### src/rtl/uart_receiver_if.sv
// ---------------------------------------------------------------------------
// uart_receiver_if
// Byte delivery channel from the UART receiver to its consumer.
//   data_out   : received byte, stable while data_valid is high
//   data_valid : byte available, held until accepted
//   data_ready : consumer accepts the byte when data_valid & data_ready
//   frame_err  : one-cycle pulse, stop bit sampled low
//   overrun    : one-cycle pulse, byte dropped because the previous one was
//                still unaccepted
// The receiver connects through the master modport and the consumer through
// the slave modport.
// ---------------------------------------------------------------------------
interface uart_receiver_if #(
  parameter int DATA_BITS = 8
);
  logic [DATA_BITS-1:0] data_out;
  logic                 data_valid;
  logic                 data_ready;
  logic                 frame_err;
  logic                 overrun;

  modport master (
    output data_out,
    output data_valid,
    output frame_err,
    output overrun,
    input  data_ready
  );

  modport slave (
    input  data_out,
    input  data_valid,
    input  frame_err,
    input  overrun,
    output data_ready
  );
endinterface

### src/rtl/uart_receiver.sv
// ---------------------------------------------------------------------------
// uart_receiver
// Receive side of an 8N1 UART link. The asynchronous rx line is synchronized,
// sampled on an oversampled baud tick, every bit is majority-voted from three
// samples around mid-bit, and the stop bit is validated. Good bytes are
// offered on a valid/ready holding register; bad stop bits and dropped bytes
// are reported as one-cycle pulses.
// Ports:
//   clk_in    : system clock
//   rst_in    : synchronous active-low reset
//   baud_tick : one-cycle pulse at baud x OVERSAMPLE
//   rx        : asynchronous serial line, idle high
//   rx_busy   : high whenever the receiver is not idle
//   rx_bus    : byte delivery channel (data_out/data_valid/data_ready,
//               frame_err, overrun)
// ---------------------------------------------------------------------------
module uart_receiver #(
  parameter int OVERSAMPLE = 16,
  parameter int DATA_BITS  = 8
) (
  input  logic            clk_in,
  input  logic            rst_in,
  input  logic            baud_tick,
  input  logic            rx,
  output logic            rx_busy,
  uart_receiver_if.master rx_bus
);

  localparam int IDX_W = (OVERSAMPLE > 1) ? $clog2(OVERSAMPLE) : 1;
  localparam int CNT_W = (DATA_BITS > 1) ? $clog2(DATA_BITS) : 1;
  localparam int MID   = OVERSAMPLE / 2;

  typedef enum logic [2:0] {
    ST_IDLE  = 3'd0,
    ST_START = 3'd1,
    ST_DATA  = 3'd2,
    ST_STOP  = 3'd3,
    ST_BREAK = 3'd4
  } state_t;

  // Majority of three samples.
  function automatic logic majority3(input logic a, input logic b, input logic c);
    return (a & b) | (a & c) | (b & c);
  endfunction

  state_t               state_r;
  state_t               state_next_s;
  logic                 meta_r;
  logic                 rx_s_r;
  // Index of the tick that will be processed next within the current bit.
  logic [IDX_W-1:0]     sample_idx_r;
  logic [IDX_W-1:0]     idx_inc_s;
  logic [CNT_W-1:0]     bit_cnt_r;
  logic [DATA_BITS-1:0] shift_r;
  logic                 samp0_r;
  logic                 samp1_r;
  logic                 vote_s;
  logic                 decide_s;
  logic                 last_s;
  logic                 last_bit_s;
  logic                 good_stop_s;
  logic                 bad_stop_s;
  logic                 shift_en_s;
  logic                 rx_busy_next_s;
  logic                 pend_r;
  logic                 rx_busy_r;
  logic                 frame_err_r;
  logic                 overrun_r;
  logic                 data_valid_r;
  logic [DATA_BITS-1:0] data_out_r;

  assign rx_busy           = rx_busy_r;
  assign rx_bus.data_out   = data_out_r;
  assign rx_bus.data_valid = data_valid_r;
  assign rx_bus.frame_err  = frame_err_r;
  assign rx_bus.overrun    = overrun_r;

  // Two-flop synchronizer on the asynchronous serial line (idles high).
  always_ff @(posedge clk_in) begin
    if (!rst_in) begin
      meta_r <= 1'b1;
      rx_s_r <= 1'b1;
    end else begin
      meta_r <= rx;
      rx_s_r <= meta_r;
    end
  end

  // Tick-position decode and the bit vote.
  always_comb begin
    decide_s   = baud_tick & (sample_idx_r == IDX_W'(MID + 1));
    last_s     = baud_tick & (sample_idx_r == IDX_W'(OVERSAMPLE - 1));
    last_bit_s = (bit_cnt_r == CNT_W'(DATA_BITS - 1));
    vote_s     = majority3(samp0_r, samp1_r, rx_s_r);
    if (sample_idx_r == IDX_W'(OVERSAMPLE - 1)) begin
      idx_inc_s = {IDX_W{1'b0}};
    end else begin
      idx_inc_s = sample_idx_r + IDX_W'(1);
    end
  end

  // FSM state register.
  always_ff @(posedge clk_in) begin
    if (!rst_in) begin
      state_r <= ST_IDLE;
    end else begin
      state_r <= state_next_s;
    end
  end

  // FSM next-state logic; nothing moves without a baud tick.
  always_comb begin
    state_next_s = state_r;
    case (state_r)
      ST_IDLE: begin
        if (baud_tick && !rx_s_r) begin
          state_next_s = ST_START;
        end else begin
          state_next_s = ST_IDLE;
        end
      end
      ST_START: begin
        // A start bit that votes high is a glitch: drop back silently.
        if (decide_s && vote_s) begin
          state_next_s = ST_IDLE;
        end else if (last_s) begin
          state_next_s = ST_DATA;
        end else begin
          state_next_s = ST_START;
        end
      end
      ST_DATA: begin
        if (last_s && last_bit_s) begin
          state_next_s = ST_STOP;
        end else begin
          state_next_s = ST_DATA;
        end
      end
      ST_STOP: begin
        // A good stop returns to idle at mid-bit so the next start edge is
        // caught even if the transmitter runs slightly fast.
        if (decide_s) begin
          state_next_s = vote_s ? ST_IDLE : ST_BREAK;
        end else begin
          state_next_s = ST_STOP;
        end
      end
      ST_BREAK: begin
        if (baud_tick && rx_s_r) begin
          state_next_s = ST_IDLE;
        end else begin
          state_next_s = ST_BREAK;
        end
      end
      default: begin
        state_next_s = ST_IDLE;
      end
    endcase
  end

  // FSM output decode: stop verdicts, shift enable and next busy flag.
  always_comb begin
    good_stop_s    = 1'b0;
    bad_stop_s     = 1'b0;
    shift_en_s     = 1'b0;
    rx_busy_next_s = (state_next_s != ST_IDLE);
    case (state_r)
      ST_STOP: begin
        if (decide_s) begin
          good_stop_s = vote_s;
          bad_stop_s  = ~vote_s;
        end else begin
          good_stop_s = 1'b0;
          bad_stop_s  = 1'b0;
        end
      end
      ST_DATA: begin
        shift_en_s = decide_s;
      end
      default: begin
        shift_en_s = 1'b0;
      end
    endcase
  end

  // Sample index, vote samples, bit counter and shift register.
  always_ff @(posedge clk_in) begin
    if (!rst_in) begin
      sample_idx_r <= {IDX_W{1'b0}};
      bit_cnt_r    <= {CNT_W{1'b0}};
      shift_r      <= {DATA_BITS{1'b0}};
      samp0_r      <= 1'b0;
      samp1_r      <= 1'b0;
    end else if (baud_tick) begin
      // The tick that detects the start edge is index 0, so the next is 1.
      if (state_r == ST_IDLE) begin
        sample_idx_r <= (state_next_s == ST_START) ? IDX_W'(1) : {IDX_W{1'b0}};
      end else if ((state_next_s == ST_START) || (state_next_s == ST_DATA) ||
                   (state_next_s == ST_STOP)) begin
        sample_idx_r <= idx_inc_s;
      end else begin
        sample_idx_r <= {IDX_W{1'b0}};
      end

      if (sample_idx_r == IDX_W'(MID - 1)) begin
        samp0_r <= rx_s_r;
      end else begin
        samp0_r <= samp0_r;
      end
      if (sample_idx_r == IDX_W'(MID)) begin
        samp1_r <= rx_s_r;
      end else begin
        samp1_r <= samp1_r;
      end

      if ((state_r == ST_START) && (state_next_s == ST_DATA)) begin
        bit_cnt_r <= {CNT_W{1'b0}};
      end else if ((state_r == ST_DATA) && last_s && !last_bit_s) begin
        bit_cnt_r <= bit_cnt_r + CNT_W'(1);
      end else begin
        bit_cnt_r <= bit_cnt_r;
      end

      // LSB arrives first, so each new bit enters at the top.
      if (shift_en_s) begin
        shift_r <= {vote_s, shift_r[DATA_BITS-1:1]};
      end else begin
        shift_r <= shift_r;
      end
    end else begin
      sample_idx_r <= sample_idx_r;
      bit_cnt_r    <= bit_cnt_r;
      shift_r      <= shift_r;
      samp0_r      <= samp0_r;
      samp1_r      <= samp1_r;
    end
  end

  // Output holding register, handshake and status pulses.
  always_ff @(posedge clk_in) begin
    if (!rst_in) begin
      rx_busy_r    <= 1'b0;
      frame_err_r  <= 1'b0;
      overrun_r    <= 1'b0;
      pend_r       <= 1'b0;
      data_valid_r <= 1'b0;
      data_out_r   <= {DATA_BITS{1'b0}};
    end else begin
      rx_busy_r   <= rx_busy_next_s;
      frame_err_r <= bad_stop_s;
      pend_r      <= good_stop_s;
      overrun_r   <= 1'b0;
      // The byte is delivered the cycle after the good-stop decision; an
      // accept in that same cycle frees the register for the new byte.
      if (pend_r) begin
        if (!data_valid_r || rx_bus.data_ready) begin
          data_out_r   <= shift_r;
          data_valid_r <= 1'b1;
        end else begin
          overrun_r <= 1'b1;
        end
      end else if (data_valid_r && rx_bus.data_ready) begin
        data_valid_r <= 1'b0;
      end else begin
        data_valid_r <= data_valid_r;
      end
    end
  end

endmodule

### src/flat_wrapper.sv
// flat-port wrapper written by rule: the top's interface ports become plain ports
module uart_receiver_flat 
#(
  parameter int OVERSAMPLE = 16,
  parameter int DATA_BITS  = 8
)
  (clk_in, rst_in, baud_tick, rx, rx_busy, rx_bus_data_out, rx_bus_data_valid, rx_bus_frame_err, rx_bus_overrun, rx_bus_data_ready);
  uart_receiver_if #(.DATA_BITS(DATA_BITS)) rx_bus_i ();
  input  logic clk_in;
  input  logic rst_in;
  input  logic baud_tick;
  input  logic rx;
  output logic rx_busy;
  output wire logic [$bits(rx_bus_i.data_out)-1:0] rx_bus_data_out;
  output wire logic [$bits(rx_bus_i.data_valid)-1:0] rx_bus_data_valid;
  output wire logic [$bits(rx_bus_i.frame_err)-1:0] rx_bus_frame_err;
  output wire logic [$bits(rx_bus_i.overrun)-1:0] rx_bus_overrun;
  input wire logic [$bits(rx_bus_i.data_ready)-1:0] rx_bus_data_ready;
  assign rx_bus_data_out = rx_bus_i.data_out;
  assign rx_bus_data_valid = rx_bus_i.data_valid;
  assign rx_bus_frame_err = rx_bus_i.frame_err;
  assign rx_bus_overrun = rx_bus_i.overrun;
  assign rx_bus_i.data_ready = rx_bus_data_ready;
  uart_receiver #(.OVERSAMPLE(OVERSAMPLE), .DATA_BITS(DATA_BITS)) u_core (.clk_in(clk_in), .rst_in(rst_in), .baud_tick(baud_tick), .rx(rx), .rx_busy(rx_busy), .rx_bus(rx_bus_i));
endmodule
### config.mk
export PLATFORM = sky130hd
export DESIGN_NAME = uart_receiver_flat
export DESIGN_NICKNAME = d
export VERILOG_FILES = /design/src/rtl/uart_receiver_if.sv /design/src/rtl/uart_receiver.sv /design/src/flat_wrapper.sv
export SDC_FILE = /design/constraint.sdc
export NUM_CORES = 1
export LEC_CHECK = 0
export ABC_AREA = 1
export BUFFER_PORTS_ARGS = -buffer_cell sky130_fd_sc_hd__buf_4
export CAP_MARGIN = 20
export CORE_MARGIN = 5
export CORE_UTILIZATION = 51
export CTS_CLUSTER_DIAMETER = 120
export DETAILED_ROUTE_END_ITERATION = 8
export PLACE_DENSITY_LB_ADDON = 0.2
export REMOVE_ABC_BUFFERS = 1
export SLEW_MARGIN = 20
export SYNTH_ARGS = -nofsm -noshare
export SYNTH_HDL_FRONTEND = slang
export SYNTH_SLANG_ARGS = --single-unit
### constraint.sdc
create_clock -name clk_in -period 1.6 [get_ports clk_in]
set_clock_uncertainty 0.05 [all_clocks]
set_input_delay 0.24 -clock clk_in [delete_from_list [all_inputs] [get_ports clk_in]]
set_output_delay 0.24 -clock clk_in [all_outputs]
set_load 0.02 [all_outputs]
; Word-level counts from Yosys, hierarchy flattened
; Index checks and enable logic that the tools add are counted.
[classes]
addsub = 2
eq_ne = 13
mux = 19
bitwise_logic = 8
reduce_logical = 26
[op_table]
columns = operator, count
row1 = 2-to-1 mux 3 bit, 6
row2 = one-hot mux 3 bit (5 select lines), 1
row3 = AND reduction 2 bit, 7
row4 = == test 3 x 2 -> 1 bit (second input constant), 4
row5 = == test 4 bit (second input constant), 3
row6 = 2-to-1 mux 4 bit, 3
row7 = logical AND 1 bit, 8
row8 = 2-to-1 mux 1 bit, 8
row9 = == test 3 x 1 -> 1 bit (second input constant), 2
row10 = == test 3 bit (second input constant), 2
row11 = bitwise AND 1 bit, 5
row12 = adder 4 x 1 -> 4 bit (second input constant), 1
row13 = == test 4 x 3 -> 1 bit (second input constant), 1
row14 = nonzero test 2 bit, 2
row15 = adder 3 x 1 -> 3 bit (second input constant), 1
row16 = zero test 1 bit, 3
row17 = zero test 3 bit, 1
row18 = logical OR 1 bit, 3
row19 = AND reduction 3 bit, 1
row20 = nonzero test 3 bit, 1
row21 = 2-to-1 mux 2 bit, 1
row22 = != test 2 bit (second input constant), 1
row23 = OR 1 bit, 2
row24 = inverter 1 bit, 1
[word_totals]
reg_bits = 35
inputBits = 5
out_inout_bits = 12
word_cells = 82

; Longest topological paths before layout
[depth]
ltp_word = 11
depth_mapped = 10

; Worst setup path before layout
; No wires, ideal clock.
[synth_path]
path_type = register to register
startpoint = reg u_core.sample_idx_r[0]
endpoint = reg u_core.sample_idx_r[0]
setup_ns = 0.117
t_arrival_ns = 1.280
t_required_ns = 1.433
slack_ns = 0.153
path_stages_with_launch = 9
period_less_slack_ns = 1.447
path_cell_list = dfxtp_1 > ha_1 > nand2_1 > o21ai_0 > nor2_1 > nor2_2 > nand2_4 > a21oi_2 > nor2_1
[synth_via]
elab_chain_len = 10
[synth_lines]
columns = element, line_no
row1 = start: declaration, uart_receiver.sv:51  ; logic [IDX_W-1:0] sample_idx_r;
row2 = start signal: assignment, uart_receiver.sv:189  ; sample_idx_r <= {IDX_W{1'b0}};
row3 = start signal: assignment, uart_receiver.sv:197  ; sample_idx_r <= (state_next_s == ST_START) ? IDX_W'(1) : {IDX_W{1'b0}};
row4 = start signal: assignment, uart_receiver.sv:200  ; sample_idx_r <= idx_inc_s;
row5 = == test 4 bit (on tied branches), "uart_receiver.sv:92, uart_receiver.sv:95, uart_receiver.sv:91"
row6 = bitwise AND 1 bit (on tied branches), "uart_receiver.sv:92, uart_receiver.sv:91"
row7 = "2-to-1 mux 2 bit, or another cell as far along", uart_receiver.sv:126  ; end else if (last_s) begin
row8 = 2-to-1 mux 3 bit / 2-to-1 mux 1 bit (equally long branches), "uart_receiver.sv:124, uart_receiver.sv:133"
row9 = one-hot mux 3 bit (5 select lines), uart_receiver.sv:114  ; case (state_r)
row10 = == test 3 x 1 -> 1 bit / == test 3 x 2 -> 1 bit (equally long branches), "uart_receiver.sv:197, uart_receiver.sv:198"
row11 = logical OR 1 bit (2 in series), uart_receiver.sv:198  ; end else if ((state_next_s == ST_START) || (state_next_s == ST_DATA) ||
row12 = 2-to-1 mux 4 bit, uart_receiver.sv:198
row13 = 2-to-1 mux 4 bit *, uart_receiver.sv:196  ; if (state_r == ST_IDLE) begin
; Every way passes the cells marked *; elsewhere a longest branch is shown, timed or not.
; A chain may end at the register's enable or synchronous reset.

; Worst setup path in the final report
[layout_path]
startpoint = reg u_core.sample_idx_r[0]
endpoint = reg u_core.sample_idx_r[3]
[layout_via]
elab_chain_len = 10
[layout_lines]
columns = element, line_no
row1 = == test 4 bit (on tied branches), "uart_receiver.sv:92, uart_receiver.sv:95, uart_receiver.sv:91"
row2 = bitwise AND 1 bit (on tied branches), "uart_receiver.sv:92, uart_receiver.sv:91"
row3 = "2-to-1 mux 2 bit, or another cell as far along", uart_receiver.sv:126
row4 = 2-to-1 mux 3 bit / 2-to-1 mux 1 bit (equally long branches), "uart_receiver.sv:124, uart_receiver.sv:133"
row5 = one-hot mux 3 bit (5 select lines), uart_receiver.sv:114
row6 = == test 3 x 1 -> 1 bit / == test 3 x 2 -> 1 bit (equally long branches), uart_receiver.sv:198
row7 = logical OR 1 bit (2 in series), uart_receiver.sv:198
row8 = 2-to-1 mux 4 bit *, uart_receiver.sv:198
row9 = 2-to-1 mux 4 bit *, uart_receiver.sv:196
; Marks and branches as above.

==> impl_metrics.sql <==
INSERT INTO impl_metrics (metric_group, metric, value, unit) VALUES
('drt', 'vias_per_cell', '5.204', ''),
('grt', 'antenna_found_initial', '0', ''),
('place', 'io_buffers', '16', ''),
('drt', 'count_of_nets_left_with_antenna_violations_after_detail_routing', '0', ''),
('die', 'floorplan.initialDensity', '0.5362', ''),
('worst_setup_path', 'category_of_the_worst_setup_path_launch_point', 'flop', ''),
('synthesis', 'syn-cell-area', '1491', 'um2'),
('clock_network', 'tritoncts', 'done', ''),
('place', 'dpl-instance-area', '1634', 'um2'),
('clock_network', 'htreeDepth', '2', ''),
('synthesis', 'ys_seq_elements', '35', ''),
('clock_network', 'clock_insertion_delay_worst_skew', '0.33', 'ns'),
('place', 'place.gp.congestion', '0.8709', ''),
('drt', 'route.detailed.wl_per_inst', '12.38', 'um'),
('sta', 'finalSetupViolations', '0', ''),
('finish', 'number_of_diodes', '0', ''),
('synthesis', 'synth_cells', '196', ''),
('grt', 'grt_pass1_wl', '5437', 'um'),
('worst_setup_path', 'critPathMaxFanout', '6', ''),
('sta', 'slew_viol_final', '0', ''),
('die', 'core_area', '2781', 'um2'),
('sta', 'maxSlewHeadroom', '0.7222', ''),
('grt', 'overflow', '0', ''),
('grt', 'grt_usage', '0.1624', ''),
('drt', 'detail_route.first_pass.iterations', '4', ''),
('die', 'row_count', '19', ''),
('power', 'finalPower', '1.572', 'mW'),
('grt', 'grt_start_max_net_pins', '24', ''),
('place', 'dp_worst_setup_slack', '0.001249', 'ns'),
('worst_setup_path', 'worst_ep_arrival_time', '1.73', 'ns'),
('finish', 'final_common_cell', 'nor2_1', ''),
('finish', 'drive_gt1_frac', '0.2466', ''),
('synthesis', 'synthDistinctLibCells', '28', ''),
('synthesis', 'avgSynthCellArea', '7.609', 'um2'),
('drt', 'routed-via-count', '1301', ''),
('place', 'dp.final_hpwl', '2153', 'um'),
('drt', 'drt-total-wl', '3094', 'um'),
('die', 'die-width', '64.08', 'um'),
('hold_path', 'class_of_the_worst_hold_path', 'in2reg', ''),
('sta', 'fmax', '658.4', 'MHz'),
('drt', 'drtIter0Drc', '52', ''),
('finish', 'final_cell_mix', 'nor2_1 (46), dfxtp_1 (32), o21ai_0 (20)', ''),
('die', 'pin_count', '17', ''),
('die', 'dieHeight', '64.08', 'um'),
('clock_network', 'clockRootBuffer', 'clkbuf_4', ''),
('grt', 'number_of_global_route_vias_before_repair', '1287', ''),
('drt', 'drc', '0', ''),
('die', 'die_area', '4106', 'um2'),
('synthesis', 'yosys_warnings', '0', ''),
('flow_run', 'cap_violations', '0', ''),
('clock_network', 'tritoncts.num_buffers', '5', ''),
('power', 'p_leak', '0.7859', 'nW'),
('finish', 'flow.area_growth_from_synthesis', '19.88', '%'),
('power', 'p_per_area', '879.3', 'nW/um2'),
('sta', 'worst-slew-pin-transition', '0.4162', 'ns'),
('clock_network', 'cts.sinks', '35', ''),
('finish', 'final_cell_count_no_fill', '250', ''),
('sta', 'report.final.hold_viol_count', '0', ''),
('sta', 'period_share', '0.9493', ''),
('finish', 'fillerInstances', '238', ''),
('clock_network', 'clock_path_buffers', '2', ''),
('worst_setup_path', 'timing_worst_setup_path_type', 'reg2reg', ''),
('finish', 'layout.nets', '228', ''),
('synthesis', 'ys_seq_area_frac', '0.4698', ''),
('sta', 'layout_min_cycle_time', '1.519', 'ns'),
('worst_setup_path', 'worst-endpoint-required', '1.81', 'ns'),
('sta', 'layout_setup_ws', '0.08117', 'ns'),
('power', 'vdd.ir_drop.worst', '0.0006753', 'V'),
('place', 'dp.cells', '239', ''),
('finish', 'stdcell_area', '1788', 'um2'),
('clock_network', 'cts.reportedPaths.clkPinSlew', '0.11', 'ns'),
('outcome', 'outcome', 'completed', ''),
('worst_setup_path', 'setup.worst_path.end_class', 'flop', '');
final timing paths:
check                          from                     end  slack [ns]  depth (start not counted)
max          u_core.sample_idx_r[0]  u_core.sample_idx_r[3]        0.08                          9
min                              rx           u_core.meta_r        0.04                          2
max reg2reg  u_core.sample_idx_r[0]  u_core.sample_idx_r[3]        0.08                          9
min reg2reg           u_core.meta_r           u_core.rx_s_r        0.37                          1
layer usage:
layer  track usage  part of all wire
met5             0                 0
met4       0.06234            0.0071
met3       0.04729             0.047
met2        0.2714              0.49
met1        0.1953              0.45
cells by family (layout without fill, tap and decap cells):
| logic type | after synthesis | after routing | share of synthesized area |
|---|---|---|---|
| DFF | 35 | 35 | 0.4698 |
| AOI/OAI and AO/OA | 38 | 38 | 0.1401 |
| and+or+nand+nor | 91 | 91 | 0.2785 |
| adders and majority gates | 5 | 5 | 0.04195 |
| buffers and inverters | 27 | 50 | 0.06962 |
cell usage after synthesis:
library cell	instances	share of area
ha_1	5	0.042
inv_1	20	0.050
o21a_1	1	0.0050
clkbuf_1	3	0.0075
nor2_2	2	0.0084
o21ai_2	1	0.0059
buf_2	1	0.0034
nand4_1	2	0.0084
a21oi_1	10	0.034
or2_2	2	0.0084
nor3_1	2	0.0067
dfxtp_1	35	0.47
nor4_1	2	0.0084
o21ai_0	20	0.067
nand3_1	6	0.020
nand4_2	1	0.0084
a211oi_1	2	0.010
inv_2	2	0.0050
nand2_1	19	0.048
a31oi_1	1	0.0042
o21ai_1	1	0.0034
clkinv_2	1	0.0034
nor2_4	2	0.015
nand2_4	1	0.0075
a21oi_2	1	0.0059
nor2_1	47	0.12
nand2_2	5	0.021
o211ai_1	1	0.0050
what timing repair did:
item / in CTS / in global routing
hold buffers: 0 / 0
buffers inserted: 0 / 3
pin swaps: 0 / 2
setup endpoints to repair: 5 / 22
gates cloned: 0 / 0
resized for setup: 1 / 13
endpoints found under the hold margin: 0 / 0
worst max-delay path, stage by stage (launching register included):
cell	delay, ns
dfxtp_4	0.41
ha_2	0.19
nand2_2	0.10
nor2_4	0.13
nand2_2	0.11
nand2_2	0.12
nor2_4	0.04
nand2_4	0.09
nand3_1	0.07
a21oi_1	0.13
per-stage QoR:
stage | hold WS [ns] | TNS (ns) | utilization
floorplan | 0.2931 | 0 | -
global placement | 0.3461 | 0 | 0.5875
detailed placement | 0.3556 | 0 | 0.5875
CTS | 0.02767 | 0 | 0.6172
global route | 0.02939 | -0.08772 | 0.6428
finish | 0.04234 | 0 | 0.6428
cell type report:
type	count	area [um2]	area share
multi-input cells	134	730.7	0.4087
clock inverters	3	43.79	0.02449
inverters	23	87.58	0.04899
repair buffers	19	142.6	0.07978
flip-flops and latches	35	706.9	0.3954
clock buffers	5	37.54	0.02099
well taps	31	38.79	0.02169
registers in the layout, indices dropped and copies added (netlist names), 3 cells and up:
register and count:
u_core.rx_bus.data_out 8, u_core.shift_r 8, u_core.sample_idx_r 4, u_core.bit_cnt_r 3
u_core.state_r 3
report_power, final:
| part | switching (mW) | internal (mW) |
|---|---|---|
| sequential | 0.00568 | 0.876 |
| combinational | 0.0376 | 0.0228 |
| clock | 0.302 | 0.329 |
| total | 0.345 | 1.23 |
No activity file was read; power rests on OpenSTA's default activity.
